[config.mk]
export PLATFORM = sky130hd
export DESIGN_NAME = pcs_rx_deser_align
export DESIGN_NICKNAME = d
export VERILOG_FILES = /design/src/rtl/pcs_rx_deser_align_pkg.sv /design/src/rtl/pcs_rx_deser_align_comma_detect.sv /design/src/rtl/pcs_rx_deser_align.sv
export SDC_FILE = /design/constraint.sdc
export NUM_CORES = 1
export LEC_CHECK = 0
export CORE_ASPECT_RATIO = 1.1
export CORE_UTILIZATION = 45
export DETAILED_ROUTE_END_ITERATION = 16
export PLACE_DENSITY = 0.75
export SLEW_MARGIN = 20
export SYNTH_ARGS = -nofsm -noshare
export SYNTH_HDL_FRONTEND = slang
export SYNTH_SLANG_ARGS = --single-unit
[constraint.sdc]
create_clock -name clk -period 1.8 [get_ports clk]
set_input_delay 0.36 -clock clk [delete_from_list [all_inputs] [get_ports clk]]
set_output_delay 0.36 -clock clk [all_outputs]
set_load 0.02 [all_outputs]
[src/rtl/pcs_rx_deser_align_pkg.sv]
// pcs_pkg: shared definitions for the 1G PCS receive deserializer/aligner.
//
// Code-group convention: a 10-bit group is held in a logic [9:0] vector whose
// index 0 is the first bit on the wire (bit "a"). The spec-style literals below
// are written in wire order (leftmost character = bit a). wire_order() turns
// them into index order, so K28_5_RDN[0] is bit a.
//
// Contents:
//   rx_sync_state_e  - alignment FSM states (HUNT, LOCKED)
//   wire_order()     - wire-order literal -> index-ordered vector
//   K28_5_RDN/RDP    - K28.5 code groups, index ordered
//   COMMA_P/COMMA_N  - 7-bit comma patterns (bits a..g), index ordered
//   is_comma()       - true when bits 0..6 of a group hold either comma
package pcs_pkg;

  typedef enum logic {
    HUNT   = 1'b0,
    LOCKED = 1'b1
  } rx_sync_state_e;

  function automatic logic [9:0] wire_order(input logic [9:0] v);
    logic [9:0] r;
    for (int i = 0; i < 10; i++) begin
      r[i] = v[9-i];
    end
    return r;
  endfunction

  // Wire order a..j: 0011111010 and 1100000101.
  localparam logic [9:0] K28_5_RDN = wire_order(10'b0011111010);
  localparam logic [9:0] K28_5_RDP = wire_order(10'b1100000101);

  // Bits a..g of the two K28.5 disparities: 0011111 and 1100000.
  localparam logic [6:0] COMMA_P = K28_5_RDN[6:0];
  localparam logic [6:0] COMMA_N = K28_5_RDP[6:0];

  function automatic logic is_comma(input logic [9:0] grp);
    return (grp[6:0] == COMMA_P) || (grp[6:0] == COMMA_N);
  endfunction

endpackage

[src/rtl/pcs_rx_deser_align_comma_detect.sv]
// pcs_comma_detect: combinational comma compare on the receive window.
//
// Optional macro PCS_RX_DIFF_CHECK_EN adds the diff_bits input; any flagged
// bit in the window disqualifies the comma.
//
// Ports:
//   window     in  10  receive window, index 0 = oldest (first) bit
//   diff_bits  in  10  per-bit differential error flags (macro only)
//   comma      out  1  window bits 0..6 hold a valid comma
module pcs_comma_detect
  import pcs_pkg::*;
(
  input  logic [9:0] window,
`ifdef PCS_RX_DIFF_CHECK_EN
  input  logic [9:0] diff_bits,
`endif
  output logic       comma
);

  always_comb begin
`ifdef PCS_RX_DIFF_CHECK_EN
    comma = is_comma(window) && (diff_bits == '0);
`else
    comma = is_comma(window);
`endif
  end

endmodule

[src/rtl/pcs_rx_deser_align.sv]
// pcs_rx_deser_align: 1G PCS receive deserializer with comma alignment.
//
// One serial bit is shifted in per clk (newest bit at window index 9). A
// HUNT/LOCKED FSM finds the comma phase, then emits one aligned 10-bit group
// per 10 clks with a one-cycle rx_valid strobe, one clk after the group's
// last bit was sampled. A comma persistently seen at another phase while
// locked re-phases the aligner and pulses realign.
//
// Optional macro PCS_RX_DIFF_CHECK_EN: adds diff_err and rejects commas in
// groups that contain a bit with rxp == rxn.
//
// Ports:
//   clk            in   1  bit clock
//   rst_n          in   1  asynchronous active-low reset
//   rxp            in   1  serial data, positive leg
//   rxn            in   1  serial data, negative leg (macro only)
//   signal_detect  in   1  PMD signal present; low forces HUNT
//   rx_code_group  out 10  aligned group, index 0 = first received bit
//   rx_valid       out  1  one-cycle strobe for rx_code_group
//   rx_comma       out  1  group bits 0..6 are a comma (with rx_valid)
//   sync_locked    out  1  alignment acquired
//   realign        out  1  one-cycle pulse on a lock phase change
//   diff_err       out  1  sampled bit had rxp == rxn (macro only)
module pcs_rx_deser_align
  import pcs_pkg::*;
#(
  parameter int MISALIGN_MAX = 3,
  parameter int LOCK_COMMAS  = 1
) (
  input  logic       clk,
  input  logic       rst_n,
  input  logic       rxp,
  input  logic       rxn,
  input  logic       signal_detect,
  output logic [9:0] rx_code_group,
  output logic       rx_valid,
  output logic       rx_comma,
  output logic       sync_locked,
`ifdef PCS_RX_DIFF_CHECK_EN
  output logic       diff_err,
`endif
  output logic       realign
);

  localparam int MCW = $clog2(LOCK_COMMAS + 1);
  localparam int XCW = $clog2(MISALIGN_MAX + 1);
  localparam logic [MCW-1:0] LOCK_N = MCW'(LOCK_COMMAS);
  localparam logic [XCW-1:0] MIS_N  = XCW'(MISALIGN_MAX);

  logic [9:0]     win;
  logic [3:0]     bit_cnt;
  rx_sync_state_e state;
  logic [MCW-1:0] match_cnt;
  logic [XCW-1:0] mis_cnt;

  logic           comma;
  logic           boundary;
  logic [3:0]     cnt_nxt;
  logic [MCW-1:0] match_nxt;
  logic [XCW-1:0] mis_nxt;

`ifdef PCS_RX_DIFF_CHECK_EN
  logic [9:0] diff_win;

  // Per-bit error flags travel with the data window so each group knows
  // whether it contains a bad bit.
  always_ff @(posedge clk or negedge rst_n) begin
    if (!rst_n) begin
      diff_win <= '0;
      diff_err <= 1'b0;
    end else begin
      diff_win <= {rxp == rxn, diff_win[9:1]};
      diff_err <= (rxp == rxn);
    end
  end

  pcs_comma_detect u_comma_detect (
    .window    (win),
    .diff_bits (diff_win),
    .comma     (comma)
  );
`else
  logic unused_rxn;
  assign unused_rxn = rxn;

  pcs_comma_detect u_comma_detect (
    .window (win),
    .comma  (comma)
  );
`endif

  always_comb begin
    boundary  = (bit_cnt == 4'd9);
    cnt_nxt   = boundary ? 4'd0 : bit_cnt + 4'd1;
    // In HUNT a comma on the running boundary repeats the candidate phase;
    // anywhere else it starts a fresh candidate.
    match_nxt = boundary ? match_cnt + MCW'(1) : MCW'(1);
    mis_nxt   = mis_cnt + XCW'(1);
  end

  always_ff @(posedge clk or negedge rst_n) begin
    if (!rst_n) begin
      win           <= '0;
      bit_cnt       <= 4'd0;
      state         <= HUNT;
      match_cnt     <= '0;
      mis_cnt       <= '0;
      rx_code_group <= '0;
      rx_valid      <= 1'b0;
      rx_comma      <= 1'b0;
      sync_locked   <= 1'b0;
      realign       <= 1'b0;
    end else begin
      // The window keeps shifting in every state, including signal loss.
      win      <= {rxp, win[9:1]};
      rx_valid <= 1'b0;
      rx_comma <= 1'b0;
      realign  <= 1'b0;

      if (!signal_detect) begin
        // Drop the partial group and restart acquisition from scratch.
        state       <= HUNT;
        sync_locked <= 1'b0;
        bit_cnt     <= 4'd0;
        match_cnt   <= '0;
        mis_cnt     <= '0;
      end else begin
        case (state)
          HUNT: begin
            if (comma) begin
              // Comma ends a group here: the counter restarts on this phase.
              bit_cnt <= 4'd0;
              if (match_nxt == LOCK_N) begin
                state         <= LOCKED;
                sync_locked   <= 1'b1;
                rx_valid      <= 1'b1;
                rx_comma      <= 1'b1;
                rx_code_group <= win;
                match_cnt     <= '0;
                mis_cnt       <= '0;
              end else begin
                match_cnt <= match_nxt;
              end
            end else begin
              bit_cnt <= cnt_nxt;
            end
          end

          LOCKED: begin
            if (boundary) begin
              bit_cnt       <= 4'd0;
              rx_valid      <= 1'b1;
              rx_comma      <= comma;
              rx_code_group <= win;
              if (comma) begin
                mis_cnt <= '0;
              end
            end else if (comma) begin
              if (mis_nxt == MIS_N) begin
                // Adopt the new phase; the partial group at the old phase
                // is abandoned by restarting the counter here.
                bit_cnt       <= 4'd0;
                rx_valid      <= 1'b1;
                rx_comma      <= 1'b1;
                rx_code_group <= win;
                realign       <= 1'b1;
                mis_cnt       <= '0;
              end else begin
                mis_cnt <= mis_nxt;
                bit_cnt <= cnt_nxt;
              end
            end else begin
              bit_cnt <= cnt_nxt;
            end
          end

          default: state <= HUNT;
        endcase
      end
    end
  end

endmodule

After elaboration in Yosys (flattened, before gate mapping)
Cells that the tools add are included.
{"block": "word_totals", "reg_bits": 32, "inputBits": 5, "output_inout_bits": 14, "elab_cells": 77}
{"block": "op_classes", "n_addsub": 3, "eq_ne": 14, "n_mux": 44, "bitwise": 1, "n_reduce_logical": 5}
{"operator": "$mux 10", "count": 5}
{"operator": "$mux 4", "count": 6}
{"operator": "$mux 1", "count": 21}
{"operator": "$pmux 10 s2", "count": 1}
{"operator": "$mux 2", "count": 7}
{"operator": "$pmux 4 s2", "count": 1}
{"operator": "$eq 7x2->1 const B", "count": 1}
{"operator": "$eq 7x7->1 const B", "count": 1}
{"operator": "$ne 2x2->1 const B", "count": 3}
{"operator": "$ne 3x1->1 const B", "count": 2}
{"operator": "$ne 3x3->1 const B", "count": 2}
{"operator": "$reduce_and 3->1", "count": 2}
{"operator": "$reduce_and 5->1", "count": 1}
{"operator": "$add 4x1->4 const B", "count": 1}
{"operator": "$eq 4x4->1 const B", "count": 1}
{"operator": "$ne 2x1->1 const B", "count": 2}
{"operator": "$pmux 1 s2", "count": 2}
{"operator": "$pmux 2 s2", "count": 1}
{"operator": "$ne 3x2->1 const B", "count": 1}
{"operator": "$add 2x1->2 const B", "count": 1}
{"operator": "$eq 2x2->1 const B", "count": 1}
{"operator": "$reduce_and 2->1", "count": 1}
{"operator": "$add 1x1->1 const B", "count": 1}
{"operator": "$logic_or 1x1->1", "count": 1}
{"operator": "$not 1->1", "count": 1}

Longest topological paths before layout
{"block": "depth", "word_depth": 7, "mapped_depth": 7}

Modules after synthesis
Synthesis repeated with hierarchy kept, for this count alone.
{"block": "hier_totals", "cells_unflattened": 82, "area_unflattened_um2": 1196.1}
{"mod": "pcs_rx_deser_align", "instances": 1, "cells_each": 76, "area_each_um2": 1162.4, "seq_area_each_um2": 775.7}
{"mod": "pcs_comma_detect", "instances": 1, "cells_each": 6, "area_each_um2": 33.8, "seq_area_each_um2": 0.0}

Worst setup path before layout
No wires, ideal clock.
{"block": "synth_path", "kind": "register -> register", "startpoint": "reg win[1]", "endpoint": "reg rx_code_group[1]", "setup_ps": 125, "t_arrival_ps": 1796, "slack_ps": -121, "path_stages_with_launch": 6, "cell_sequence": "dfrtp_1 > or4_4 > a21oi_1 > o221a_2 > buf_2 > mux2_2"}
{"block": "synth_between", "elab_chain_cells": 4}
{"item": "from (decl)", "line_no": "pcs_rx_deser_align.sv:50", "text": "logic [9:0] win;"}
{"item": "from (signal assigned)", "line_no": "pcs_rx_deser_align.sv:115", "text": "win <= {rxp, win[9:1]};"}
{"item": "$eq 7x7->1, or another cell as far along", "line_no": "pcs_rx_deser_align_pkg.sv:38", "text": "return (grp[6:0] == COMMA_P) || (grp[6:0] == COMMA_N);"}
{"item": "$logic_or 1x1->1 / $mux 10 (equally long branches)", "line_no": "pcs_rx_deser_align_pkg.sv:38, pcs_rx_deser_align.sv:158"}
{"item": "$ne 3x1->1 (no line), or another cell as far along"}
{"item": "$reduce_and 5->1 (no line) / $pmux 10 s2 (equally long branches)"}
{"item": "to (signal assigned)", "line_no": "pcs_rx_deser_align.sv:138", "text": "rx_code_group <= win;"}
{"item": "to (signal assigned)", "line_no": "pcs_rx_deser_align.sv:154", "text": "rx_code_group <= win;"}
{"item": "to (signal assigned)", "line_no": "pcs_rx_deser_align.sv:165", "text": "rx_code_group <= win;"}
{"item": "to (decl)", "line_no": "pcs_rx_deser_align.sv:35", "text": "output logic [9:0] rx_code_group,"}
Several ways; a longest one is shown, not always the timed one. The select of a mux whose other input is x is not followed.
A chain may end at the register's enable or synchronous reset.

Final worst setup path
{"block": "layout_path", "startpoint": "reg win[1]", "endpoint": "reg rx_code_group[3]"}
{"block": "layout_between", "elab_chain_cells": 4}
{"item": "$eq 7x7->1 / $eq 7x2->1 (equally long branches)", "line_no": "pcs_rx_deser_align_pkg.sv:38"}
{"item": "$logic_or 1x1->1 (*)", "line_no": "pcs_rx_deser_align_pkg.sv:38"}
{"item": "$ne 3x1->1 (no line) / $ne 2x2->1 (equally long branches)"}
{"item": "$reduce_and 5->1 (no line) (*)"}
Every way passes the cells marked *; elsewhere a longest branch is shown, timed or not.

==> flow_metrics.tcl <==
set metrics [dict create \
    status "finished, violations left" \
    violations "setup timing" \
    syn_avg_cell_area_um2 14.20 \
    grt_pass1_wl_um 3042 \
    timing.final.ws_setup_ns -0.08210 \
    cts_buffers 5 \
    syn_nets 88 \
    cts_tree "done" \
    rsz0062_at_grt "yes" \
    ys_async_sr_fraction 1.000 \
    fin_area_um2 1582 \
    routed_wl_um 1994 \
    slew_viol_final 0 \
    cts_sinks 31 \
    fmax_ghz 0.5313 \
    yosysTopAreaCellShare 0.6746 \
    dieArea_um2 2761 \
    h-tree-depth 2 \
    ys_seq_area_frac 0.6746 \
    cp-end-kind "flop" \
    first_pass_iters 4 \
    dp_hpwl_um 1336 \
    synthTopCellsByCount "dfrtp_1, mux2_1, nand2_1, nor2_1" \
    drc 0 \
    multiInputGateArea_um2 414.1 \
    setup_viol 10 \
    syn_to_final_growth_pct 37.54 \
    viasPerCell 5.033 \
    p_per_area_nw_per_um2 952.5 \
    io_buffers 17 \
    hold_viol 0 \
    nets 126 \
    dpl_cell_area_um2 1446 \
    period_share 1.046 \
    critical_path_class "flop to flop" \
    postRouteAntennaNets 0 \
    period_needed_ns 1.882 \
    io_pins 19 \
    synth_area_leaders "dfrtp_1, mux2_1, ha_1, mux2_2, nand2_1" \
    ctsLongestPathBuffers 2 \
    grt_max_degree 32 \
    hold_path.class "flop to flop" \
    critPathMaxFanout 6 \
    fill_cells 181 \
    worst_ep_required_time_ns 2.01 \
    crit_slowest_cell "or4_4" \
    ys_types 28 \
    avgRoutedWirePerCell_um 13.29 \
    grt.overflow.total 0 \
    relSlewSlack 0.7446 \
    worst_pin_slew_ns 0.3831 \
    rows 18 \
    ys.flop_type "dfrtp_1" \
    grt_pass1_vias 709 \
    ys_warn_count 0 \
    synthMostInstantiatedCell "dfrtp_1" \
    cap_violations 0 \
    die_h_um 55.02 \
    vias 755 \
    core_region_area_um2 2320 \
    cp-start-kind "flop" \
    synth_edf_count 0 \
    synth_top_area_cell "dfrtp_1" \
    syn_inst 81 \
    antenna_found_initial 0 \
    irDropWorstVdd_uv 780.5 \
    clk_latency_ns 0.32 \
    skew_ns 0.005294 \
    ys_seq_elements 31 \
    power.leakage_nw 0.7372 \
    die-width_um 50.20 \
    cp_cell_sequence "or4_4 > a21oi_2 > o221a_2 > buf_6 > mux2_4" \
    drtIter0Drc 9 \
    seq_area_um2 775.7 \
    clock_tree.root_cell "clkbuf_4" \
    critPathMaxStageDelay_ns 0.55 \
    initial_core_util 0.4957 \
    path_delay_family "simple AND/OR/NAND/NOR gates" \
    hold_slack_ns 0.3833 \
    gp_congestion 0.8122 \
    crit_buf_inv 1 \
    arrival_ns 2.09 \
    grt_use_total 0.1614 \
    drive_above_1_share 0.3417 \
    clkTransAtPathRegs_ns 0.09 \
    antenna_cells 0 \
    netlist_area_um2 1150 \
]
## area by class of cell
type,instances,share of cell area
multi-input combinational,47,0.2619
inverter,1,0.002373
tap,30,0.02373
timing repair buffer,33,0.1883
clock inverter,3,0.009494
sequential,31,0.4905
clock buffer,5,0.02373
## cell families (layout without fill, tap and decap cells)
logic type | Yosys count | in the layout | share of synthesized area
AOI/OAI and AO/OA | 8 | 8 | 0.05549
xor gates and xnor gates | 2 | 2 | 0.01524
adders and majority gates | 2 | 2 | 0.02176
buffers and inverters | 3 | 42 | 0.01740
DFF | 31 | 31 | 0.6746
muxes | 10 | 10 | 0.09793
and+or+nand+nor | 25 | 25 | 0.1175
## repair_timing
action / CTS / global route
pin swaps: 6 / 3
setup buffers: 1 / 1
endpoints found under the setup margin: 11 / 16
endpoints found under the hold margin: 0 / 0
hold buffers: 0 / 0
resized for setup: 13 / 4
## per-layer routing
layer | up-vias | routed length (um) | GRT usage
met5 | - | 0 | 0
met4 | 0 | 25 | 0.1143
met3 | 5 | 80 | 0.06831
met2 | 15 | 979 | 0.2578
met1 | 378 | 908 | 0.1761
li1 | 357 | - | -
## per-stage QoR
step                      cells  setup WS, ns  power (mW)  setup TNS [ns]    util
after floorplan              81      -0.07124      0.9378         -0.4142       -
after CTS                   149      -0.08286       1.524         -0.6353  0.6704
after global routing        150       -0.1151       1.583         -0.9399  0.6818
after global placement      140      -0.08662       1.091         -0.7008  0.6235
final                       150      -0.08210       1.506         -0.6131  0.6818
after detailed placement    140      -0.09889       1.101         -0.8555  0.6235
## power breakdown
| part | internal (mW) | leakage (nW) | switching, mW |
|---|---|---|---|
| combinational | 0.189 | 0.305 | 0.139 |
| clock | 0.145 | 0.0347 | 0.225 |
| sequential | 0.767 | 0.397 | 0.0414 |
| total | 1.10 | 0.737 | 0.406 |
## worst paths after layout
| check | start | endpoint | slack (ns) | cells after the start |
|---|---|---|---|---|
| worst max-delay path | win[1] | rx_code_group[3] | -0.08 | 5 |
| worst min-delay path | win[7] | win[6] | 0.38 | 0 |
| worst max register to register | win[1] | rx_code_group[3] | -0.08 | 5 |
| worst min register to register | win[7] | win[6] | 0.38 | 0 |
| max in group asynchronous | rst_n | rx_code_group[2] | 1.10 | 2 |
| min in group asynchronous | rst_n | bit_cnt[2] | 0.42 | 2 |
## flip-flops by register name, indices dropped and copies added (netlist names)
name and count:
bit_cnt 4, mis_cnt 2, realign 1, rx_code_group 10
rx_comma 1, rx_valid 1, state 1, sync_locked 1
win 10
## placed cells by master (no fill, tap or decap), drive strengths merged, types with 3 or more instances in the layout
master,count
nand2,6
clkinv,3
clkdlybuf4s50,17
nor2,6
mux2,10
dfrtp,31
buf,16
clkbuf,5
(Power assumes the default switching activity.)
